File: src/rtl/crc_stream_engine.sv
// Streaming CRC engine: parametrised polynomial, width, init, reflection and
// final XOR. Accepts framed words over valid/ready with a byte-lane keep on the
// last beat, and presents one registered CRC result per frame over valid/ready.
module crc_stream_engine #(
  parameter int               CRC_W       = 16,
  parameter int               DATA_W      = 16,
  parameter logic [CRC_W-1:0] POLY        = CRC_W'(16'h8005),
  parameter logic [CRC_W-1:0] INIT        = '1,
  parameter bit               REFLECT_IN  = 1'b1,
  parameter bit               REFLECT_OUT = 1'b1,
  parameter logic [CRC_W-1:0] XOR_OUT     = '0,
  parameter logic [CRC_W-1:0] RESIDUE     = '0
) (
  input  logic                clk,
  input  logic                rst,
  input  logic                clr,
  input  logic [DATA_W-1:0]   in_data,
  input  logic [DATA_W/8-1:0] in_keep,
  input  logic                in_last,
  input  logic                in_valid,
  output logic                in_ready,
  output logic [CRC_W-1:0]    crc_out,
  output logic                crc_ok,
  output logic                crc_valid,
  input  logic                crc_ready,
  output logic                busy
);

  localparam int LANES = DATA_W / 8;

  typedef enum logic [1:0] {
    IDLE   = 2'd0,
    ACCUM  = 2'd1,
    RESULT = 2'd2
  } state_t;

  state_t           state_reg;
  state_t           state_next;
  logic [CRC_W-1:0] lfsr_reg;
  logic [CRC_W-1:0] crc_out_reg;
  logic             crc_ok_reg;

  logic             accept;
  logic [LANES-1:0] lane_en;
  logic [CRC_W-1:0] lane_crc [LANES+1];
  logic [CRC_W-1:0] result_next;

  // One serial LFSR step for a single input bit.
  function automatic logic [CRC_W-1:0] crc_bit(input logic [CRC_W-1:0] lfsr,
                                               input logic b);
    logic fb;
    fb = lfsr[CRC_W-1] ^ b;
    return {lfsr[CRC_W-2:0], 1'b0} ^ (fb ? POLY : '0);
  endfunction

  // Eight bit steps for one byte; bit order selected by REFLECT_IN.
  function automatic logic [CRC_W-1:0] crc_byte(input logic [CRC_W-1:0] lfsr,
                                                input logic [7:0] data);
    logic [CRC_W-1:0] acc;
    acc = lfsr;
    for (int i = 0; i < 8; i++) begin
      acc = crc_bit(acc, REFLECT_IN ? data[i] : data[7-i]);
    end
    return acc;
  endfunction

  function automatic logic [CRC_W-1:0] bitrev(input logic [CRC_W-1:0] v);
    logic [CRC_W-1:0] r;
    for (int i = 0; i < CRC_W; i++) begin
      r[i] = v[CRC_W-1-i];
    end
    return r;
  endfunction

  assign accept = in_valid && in_ready;

  // Lane chain: lane 0 is first in time; keep only gates lanes on the last beat.
  assign lane_crc[0] = lfsr_reg;
  for (genvar gi = 0; gi < LANES; gi++) begin : g_lane
    assign lane_en[gi]      = !in_last || in_keep[gi];
    assign lane_crc[gi + 1] = lane_en[gi] ? crc_byte(lane_crc[gi], in_data[8*gi +: 8])
                                          : lane_crc[gi];
  end

  assign result_next = (REFLECT_OUT ? bitrev(lane_crc[LANES]) : lane_crc[LANES]) ^ XOR_OUT;

  // State register.
  always_ff @(posedge clk or posedge rst) begin
    if (rst) begin
      state_reg <= IDLE;
    end else begin
      state_reg <= state_next;
    end
  end

  // Next-state decode and handshake outputs from registered state only.
  always_comb begin
    state_next = state_reg;
    in_ready   = 1'b0;
    busy       = 1'b0;
    crc_valid  = 1'b0;
    case (state_reg)
      IDLE: begin
        in_ready = 1'b1;
        if (accept) state_next = in_last ? RESULT : ACCUM;
      end
      ACCUM: begin
        in_ready = 1'b1;
        busy     = 1'b1;
        if (accept && in_last) state_next = RESULT;
      end
      RESULT: begin
        crc_valid = 1'b1;
        if (crc_ready) state_next = IDLE;
      end
      default: state_next = IDLE;
    endcase
    if (clr) state_next = IDLE;
  end

  // CRC register and result capture; clr overrides any beat in the same cycle.
  always_ff @(posedge clk or posedge rst) begin
    if (rst) begin
      lfsr_reg    <= INIT;
      crc_out_reg <= '0;
      crc_ok_reg  <= 1'b0;
    end else if (clr) begin
      lfsr_reg <= INIT;
    end else if (accept) begin
      lfsr_reg <= lane_crc[LANES];
      if (in_last) begin
        crc_out_reg <= result_next;
        crc_ok_reg  <= (result_next == RESIDUE);
      end
    end else if (state_reg == RESULT && crc_ready) begin
      lfsr_reg <= INIT;
    end
  end

  assign crc_out = crc_out_reg;
  assign crc_ok  = crc_ok_reg;

endmodule

File: config.mk
export PLATFORM = sky130hd
export DESIGN_NAME = crc_stream_engine
export DESIGN_NICKNAME = d
export VERILOG_FILES = /design/src/rtl/crc_stream_engine.sv
export SDC_FILE = /design/constraint.sdc
export NUM_CORES = 1
export LEC_CHECK = 0
export ABC_AREA = 1
export CAP_MARGIN = 20
export CORE_MARGIN = 4
export CORE_UTILIZATION = 40
export CTS_CLUSTER_SIZE = 16
export DETAILED_ROUTE_END_ITERATION = 10
export SLEW_MARGIN = 5
export SYNTH_ARGS = -nofsm -noshare
export SYNTH_HDL_FRONTEND = slang
export SYNTH_SLANG_ARGS = --single-unit
File: constraint.sdc
create_clock -name clk -period 3.4 [get_ports clk]
set_input_delay 0.34 -clock clk [delete_from_list [all_inputs] [get_ports clk]]
set_output_delay 0.34 -clock clk [all_outputs]
set_load 0.005 [all_outputs]
# Yosys cells after proc, flatten, opt, wreduce, memory -nomap -nowiden
# Index checks and enable logic that the tools add are counted.
# op_classes
eq_ne	5
n_mux	30
bitwise_logic	33
n_reduce_logical	12
# op_table
op	count
two-way mux 16 bit	21
bitwise XOR 16 bit	16
logical NOT 16 bit	1
bitwise XOR 1 bit	16
two-way mux 2 bit	5
!= test 3 bit (second input constant)	3
one-hot mux 2 bit (3 select lines)	1
AND reduction 3 bit	2
logical AND 1 bit	3
two-way mux 1 bit	3
nonzero test 3 bit	1
equality test 2 x 1 -> 1 bit (second input constant)	1
equality test 2 bit (second input constant)	1
logical NOT 2 bit	1
logical OR 1 bit	2
OR reduction 2 bit	1
logical NOT 1 bit	1
NOT 1 bit	1
# totals
register_bits	35
elab_cells	84

# Longest topological paths before layout
# Gate-level depths: netlist (run 1).
# logic_depth
word_depth	52
mapped_depth	31

# Worst setup path after synthesis (run 1)
# OpenSTA, ideal clock, no wires.
# synth_path
path_kind	register -> register
startpoint	register lfsr_reg[13]
endpoint	register crc_ok_reg, in the netlist crc_ok
arrival_ns	2.490
t_required_ns	3.283
slack_ns	0.793
stages_incl_launch_ff	32
period_less_slack_ns	2.607
cell_sequence	dfstp_2 > inv_2 > nand2_1 > nand2_2 > nand2_1 > nand2_1 > nand2_2 > nand2_2 > nand2_2 > nand2_1 > nand2_1 > nand2_1 > nand2_2 > nand3_2 > nand2_4 > nand2_2 > nand2_2 > nand2_2 > nand2_1 > nand3_2 > nand2_2 > nand2_2 > nand2_2 > nand2_4 > nand2_2 > nand2_2 > nand3_2 > nand2_2 > nand2_1 > nor2_1 > nand3_1 > nand2_1
# synth_between
elab_chain_len	47
# synth_lines
item	line	rtl
from (decl)	39	logic [CRC_W-1:0] lfsr_reg;
from (signal assigned)	130	lfsr_reg <= lane_crc[LANES];
bitwise XOR 16 bit (2 in series)	53	return {lfsr[CRC_W-2:0], 1'b0} ^ (fb ? POLY : '0);
bitwise XOR 1 bit	52	fb = lfsr[CRC_W-1] ^ b;
two-way mux 16 bit	53	
bitwise XOR 16 bit	53	
bitwise XOR 1 bit	52	
two-way mux 16 bit	53	
bitwise XOR 16 bit	53	
bitwise XOR 1 bit	52	
[30 not listed]	-	
bitwise XOR 1 bit	52	
two-way mux 16 bit	53	
bitwise XOR 16 bit	53	
bitwise XOR 1 bit	52	
two-way mux 16 bit	53	
bitwise XOR 16 bit	53	
two-way mux 16 bit *	81	assign lane_crc[gi + 1] = lane_en[gi] ? crc_byte(lane_crc[gi], in_data[8*gi +: 8])
logical NOT 16 bit *	133	crc_ok_reg <= (result_next == RESIDUE);
to (signal assigned)	133	
to (decl)	41	logic crc_ok_reg;
# Mark *: on every way between the ends. The rest lies on a longest branch, timed or not.
# A chain may end at the register's enable or synchronous reset.

# Worst setup path in the final report (run 1)
# layout_path
startpoint	register lfsr_reg[15]
endpoint	register lfsr_reg[15]
# layout_between
elab_chain_len	52
# layout_lines
item	line	rtl
bitwise XOR 1 bit	52	
two-way mux 16 bit	53	
bitwise XOR 16 bit	53	
bitwise XOR 1 bit	52	
two-way mux 16 bit	53	
bitwise XOR 16 bit	53	
bitwise XOR 1 bit	52	
two-way mux 16 bit	53	
[36 not listed]	-	
two-way mux 16 bit	53	
bitwise XOR 16 bit	53	
bitwise XOR 1 bit	52	
two-way mux 16 bit	53	
bitwise XOR 16 bit	53	
two-way mux 16 bit *	81	
two-way mux 16 bit *	129	end else if (accept) begin
two-way mux 16 bit *	127	end else if (clr) begin
# Marks and branches as above.

==> results.md, run 1 <==
* Avg Inst Size Synth at 7.18 um2
* Die height at approximately 87 um
* Power Dens Cells at roughly 740 nW/um2
* Sink Count at 35
* Max-slew violation count at 0
* HPWL Detailed at 5250 um
* Max Cap Viol at 0
* CTS tree: yes
* Share of cells above drive strength 1 at 19.2%
* # diodes at 0
* Synth cell types at 32
* Die area at 7500 um2
* FP Rows at 28
* Crit path required time at 3.63 ns
* ANT nets after route at 0
* Yosys synthesis warning count at 0
* Placed cell area at 3070 um2
* Power consumption at between 0.002 and 0.0025 W
* Max Fclk at 0.336 GHz
* Total grt overflow at 0
* Max VDD drop at roughly 0.37 mV
* Yosys reg bits at 35
* Hold crit path type: flop to flop
* Total CTS buffers at 5
* Pin count of the biggest net entering global routing at 31
* Vias in the first global route at around 2200
* DR WL/cell at about 14 um
* # Post-CTS Setup Buffers at 0
* CP max stage cell: dfstp_2
* WL final at between 6000 and 7000 um
* Critical path class: flop to flop
* Clock skew at about 0.012 ns
* Starting Density at 41.5%
* First-pass GRT wire length at 11000 um
* Clock Tree Buf Depth at 2
* TritonRoute pass-1 iters at 4
* Hold_buf cts at 0
* Relative slew slack at a little over two fifths
* GPL Wtd Cong at around 0.88
* Final Hold Viols at 0
* WP data arrival at around 3.2 ns
* Die width at just under 90 um
* Post-Syn Area at 2470 um2
* Worst-margin pin slew at 0.852 ns
* Unrepaired setup endpoints after global routing: false
* Final cycle utilization of the critical path at between 80 and 90%
* Place WS at 0.0652 ns
* 1st-iter DRT viols at 157
* Core outline area at 5960 um2
* Mapped Nets at between 300 and 400
* Critical Path End Type: flop
* Initial antenna violation count at 0
* Max incr delay on CP at roughly 0.54 ns
* Leakage at approximately 1.5 nW
* Setup_tns at 0 ns
* Final setup viols at 0
* Max FO, Critical Path at 4
* Sequential cell area fraction in the yosys report at ~36%
* Total GRT Usage at a little under a fifth
* H-tree level count at 2
* Clk root buf: clkbuf_8
* CP most frequent cell: nand2_2
* Area Overhead vs Synth at 28.2%
* Clk_lat worst skew at between 0.2 and 0.3 ns
* Final min period at between 2 and 3 ns
* Io pins at between 40 and 50
* Drt drc at 0
* Drt via density at about 4.9
* Worst setup margin at 0.422 ns
* Post-synthesis instance total at between 300 and 400
* Status: finished, final reports clean
* Post-route cell area at approximately 3200 um2
* Nets@finish at between 400 and 500
* Vias at between 2000 and 2500
* Hold slack at between 0.4 and 0.5 ns
* Startpoint Class: flop
* Number of buffers added on ports at 43
* Worst-path clk slew at around 0.080 ns
==> area by class of cell <==
| cell class | instances | area, um2 |
|---|---|---|
| sequential | 35 | 896 |
| timing repair buffer | 59 | 551 |
| inverter | 53 | 199 |
| fill | 620 | 2790 |
| multi-input combinational | 247 | 1340 |
| tap | 75 | 93.8 |
| clock inverter | 3 | 20.0 |
| clock buffer | 5 | 68.8 |
==> per-layer routing <==
layer	vias up	GRT usage [%]	routed length, um
met2	65	27.8	2890
met1	1055	28.5	3230
met5	-	0	0
li1	1197	-	-
met4	0	3.12	52
met3	6	3.99	448
==> stage by stage <==
stage                     utilization, %  std cells
after detailed placement            51.6        469
final                               53.2        477
after global routing                53.2        477
after CTS                           53.1        477
after floorplan                        -        344
after global placement              51.6        469
==> cells in the mapped netlist <==
cell	instances	area, um2
nor2_2	1	6.26
nand4_2	1	12.5
xor2_1	12	105
o21ai_1	8	40.0
dfstp_2	16	420
nor3_2	1	10.0
nor3_1	1	5.00
a22oi_1	5	37.5
nand2_1	99	372
o22a_1	1	8.76
nand2_2	15	93.8
o22ai_1	5	31.3
dfrtp_1	19	475
clkbuf_1	7	26.3
nand3_2	8	80.1
o221ai_1	1	8.76
and2_1	1	6.26
or2_2	1	6.26
nand4_1	1	6.26
xor2_2	2	32.5
xnor2_1	13	114
nand3b_1	1	7.51
nand2_4	2	22.5
o21ai_0	32	160
buf_4	2	15.0
inv_1	46	173
a21oi_1	5	25.0
o21ai_2	1	8.76
clkinv_1	2	7.51
inv_2	5	18.8
nor2_1	12	45.0
nand3_1	18	90.1
==> cell usage in the layout, fill, tap and decap left out, types with 8 or more instances in the layout <==
cell type	netlist	routed
xor2_1	12	12
nand3_2	8	8
o21ai_1	8	8
inv_1	46	46
nand2_2	15	15
nand3_1	18	18
dfstp_2	16	16
dfrtp_1	19	19
nor2_1	12	12
buf_4	2	16
clkdlybuf4s50_1	0	43
nand2_1	99	99
o21ai_0	32	32
xnor2_1	13	13
==> path summary, 6_finish.rpt <==
| check | start | to | slack [ns] | cells past startpoint |
|---|---|---|---|---|
| min in group asynchronous | rst | crc_out[5]$_DFFE_PP0P_ | 0.52 | 2 |
| hold reg to reg | crc_out[2]$_DFFE_PP0P_ | crc_out[2]$_DFFE_PP0P_ | 0.49 | 2 |
| setup reg to reg | lfsr_reg[15]$_DFFE_PP1P_ | lfsr_reg[15]$_DFFE_PP1P_ | 0.42 | 29 |
| setup / recovery | lfsr_reg[15]$_DFFE_PP1P_ | lfsr_reg[15]$_DFFE_PP1P_ | 0.42 | 29 |
| max in group asynchronous | rst | lfsr_reg[7]$_DFFE_PP1P_ | 2.07 | 3 |
| hold / removal | crc_out[2]$_DFFE_PP0P_ | crc_out[2]$_DFFE_PP0P_ | 0.49 | 2 |
==> power by group <==
| group | switching [W] | total, W | internal (W) |
|---|---|---|---|
| registers | 0.0000804 | 0.000654 | 0.000574 |
| clock network | 0.000169 | 0.000312 | 0.000143 |
| logic | 0.000793 | 0.00138 | 0.000586 |
| total | 0.00104 | 0.00235 | 0.00130 |
==> logic make-up (layout without fill, tap and decap cells) <==
family	count (synthesis)	count (layout)	share of synthesized area, %
buffers and inverters	62	120	9.72
and+or+nand+nor	162	162	30.9
xor gates and xnor gates	27	27	10.2
AOI/OAI and AO/OA	58	58	13.0
DFF	35	35	36.3
==> what timing repair did <==
action,in CTS,in global routing
setup endpoints to repair,0,1
hold endpoints to repair,0,0
resized for setup,0,1
==> worst max-delay path: cells and delay by family, from the launching register on <==
family / cells / cell delay [ns]
XOR/XNOR: 1 / 0.26
AND/OR/NAND/NOR: 25 / 1.94
buffers and inverters: 3 / 0.16
flip-flops: 1 / 0.54
Power figures use the tool's default switching activity.
==> run 2, diff against run 1 <==
- CAP_MARGIN: 20 -> 25
- CORE_MARGIN: 4 -> 3
- CTS_CLUSTER_SIZE: 16 -> 14
==> results.md, run 2 (same netlist as run 1, synthesis figures left out) <==
* Crit path required time at approximately 3.6 ns
* Clk root buf: clkbuf_8
* Vias in the first global route at approximately 2200
* HPWL Detailed at around 5100 um
* Die area at 7160 um2
* Max-slew violation count at 0
* First-pass GRT wire length at about 11000 um
* Fillers at slightly below 600
* Pin count of the biggest net entering global routing at 36
* 1st-iter DRT viols at between 90 and 100
* Setup_tns at 0 ns
* Power Dens Cells at about 740 nW/um2
* Final setup viols at 0
* Clock Tree Buf Depth at 2
* # Post-CTS Setup Buffers at 0
* Max incr delay on CP at 0.56 ns
* Final cycle utilization of the critical path at a little under 90%
* H-tree level count at 2
* CP most frequent cell: nand2_2
* Drt via density at between 4 and 5
* CP max stage cell: dfstp_2
* Critical R2R Capture: crc_ok$_DFFE_PP0P_
* Nets@finish at around 420
* Clock skew at about 0.0073 ns
* TritonRoute pass-1 iters at 4
* Die height at roughly 85 um
* # diodes at 0
* Clk_lat worst skew at around 0.30 ns
* Io pins at 44
* Post-route cell area at between 3000 and 4000 um2
* DR WL/cell at between 10 and 15 um
* Unrepaired setup endpoints after global routing: false
* Die width at around 85 um
* Commonest non-fill, non-tap cell in the layout: nand2_1
* Share of cells above drive strength 1 at approximately a fifth
* Max VDD drop at 0.423 mV
* Max FO, Critical Path at 4
* Drt drc at 0
* Most frequent cells in the layout: nand2_1 (99), inv_1 (46), clkdlybuf4s50_1 (43)
* Number of buffers added on ports at 43
* GPL Wtd Cong at between 0.8 and 0.9
* Final min period at 2.98 ns
* Placed cell area at 3070 um2
* Sink Count at 35
* R2R cell count at 28
* Total grt overflow at 0
* Vias at 2289
* Worst-path clk slew at roughly 0.080 ns
* Max Fclk at between 0.3 and 0.4 GHz
* WL final at 6490 um
* Total GRT Usage at 18.8%
* Hold crit path type: input port to async pin
* RR Startpoint: lfsr_reg[15]$_DFFE_PP1P_
* Critical Path End Type: flop
* Starting Density at between 40% and 50%
* Critical path class: flop to flop
* Max Cap Viol at 0
* Relative slew slack at a little over three fifths
* Leakage at 1.53 nW
* Worst-margin pin slew at ~0.56 ns
* R2r setup slk at 0.42 ns
* WP data arrival at 3.21 ns
* ANT nets after route at 0
* CTS tree: yes
* FP Rows at 28
* Area Overhead vs Synth at 27.8%
* Core outline area at about 6000 um2
* Status: finished, final reports clean
* Total CTS buffers at 5
* Initial antenna violation count at 0
* Final Hold Viols at 0
* Startpoint Class: flop
## run 2: changes by cell type in the layout (fill, tap and decap cells not counted), sizes merged
cell,change
buf,-1
## run 2: repair_timing
item                       in CTS  in global routing
gates resized for setup         0                  2
setup endpoints to repair       0                  1
hold buffers                    0                  0
## run 2: worst max-delay path by stage
stage                                        start                       end  slack [ns]  cells after the start
after floorplan           lfsr_reg[13]$_DFFE_PP1P_        crc_ok$_DFFE_PP0P_        0.79                     31
after global placement                  in_data[2]        crc_ok$_DFFE_PP0P_        0.14                     28
after detailed placement                in_data[0]        crc_ok$_DFFE_PP0P_        0.13                     29
after CTS                 lfsr_reg[14]$_DFFE_PP1P_        crc_ok$_DFFE_PP0P_        0.39                     28
after global routing      lfsr_reg[14]$_DFFE_PP1P_  lfsr_reg[15]$_DFFE_PP1P_        0.02                     29
final                     lfsr_reg[15]$_DFFE_PP1P_        crc_ok$_DFFE_PP0P_        0.42                     28
## run 2: area by class of cell
cell class	instances	area (um2)	share of cell area [%]
repair buffers	58	543	17.2
clock buffers	5	68.8	2.18
inverters	53	199	6.30
clock inverters	3	20.0	0.634
multi-input cells	247	1340	42.4
flip-flops and latches	35	896	28.4
well taps	75	93.8	2.97
## run 2: worst max-delay path: cells and delay by family (launching register included)
family	cells	cell delay [ns]
simple gates	25	1.97
flops	1	0.56
buf+inv	2	0.13
xor+xnor	1	0.24
## run 2: through the flow
step / power [W] / hold WS, ns / utilization (%) / cells / setup WS (ns)
floorplan: 0.00156 / 0.473 / - / 344 / 0.793
global placement: 0.00202 / 0.470 / 51.5 / 468 / 0.138
detailed placement: 0.00202 / 0.471 / 51.5 / 468 / 0.129
CTS: 0.00234 / 0.447 / 53.0 / 476 / 0.388
global route: 0.00256 / 0.465 / 53.0 / 476 / 0.0219
finish: 0.00234 / 0.430 / 53.0 / 476 / 0.421
## run 2: per-layer routing
layer	track usage, %	part of all wire, %	vias up
met5	0	0	-
met4	5.61	1.7	0
met3	4.02	5.4	10
met2	28.0	42	46
met1	27.5	51	1039
li1	-	-	1194
## run 2: power by group
part           total (W)  leakage, nW  switching (W)  internal, W
clock           0.000310       0.0402       0.000168     0.000143
sequential      0.000657        0.407      0.0000828     0.000574
combinational    0.00137         1.08       0.000789     0.000578
total            0.00234         1.53        0.00104      0.00130
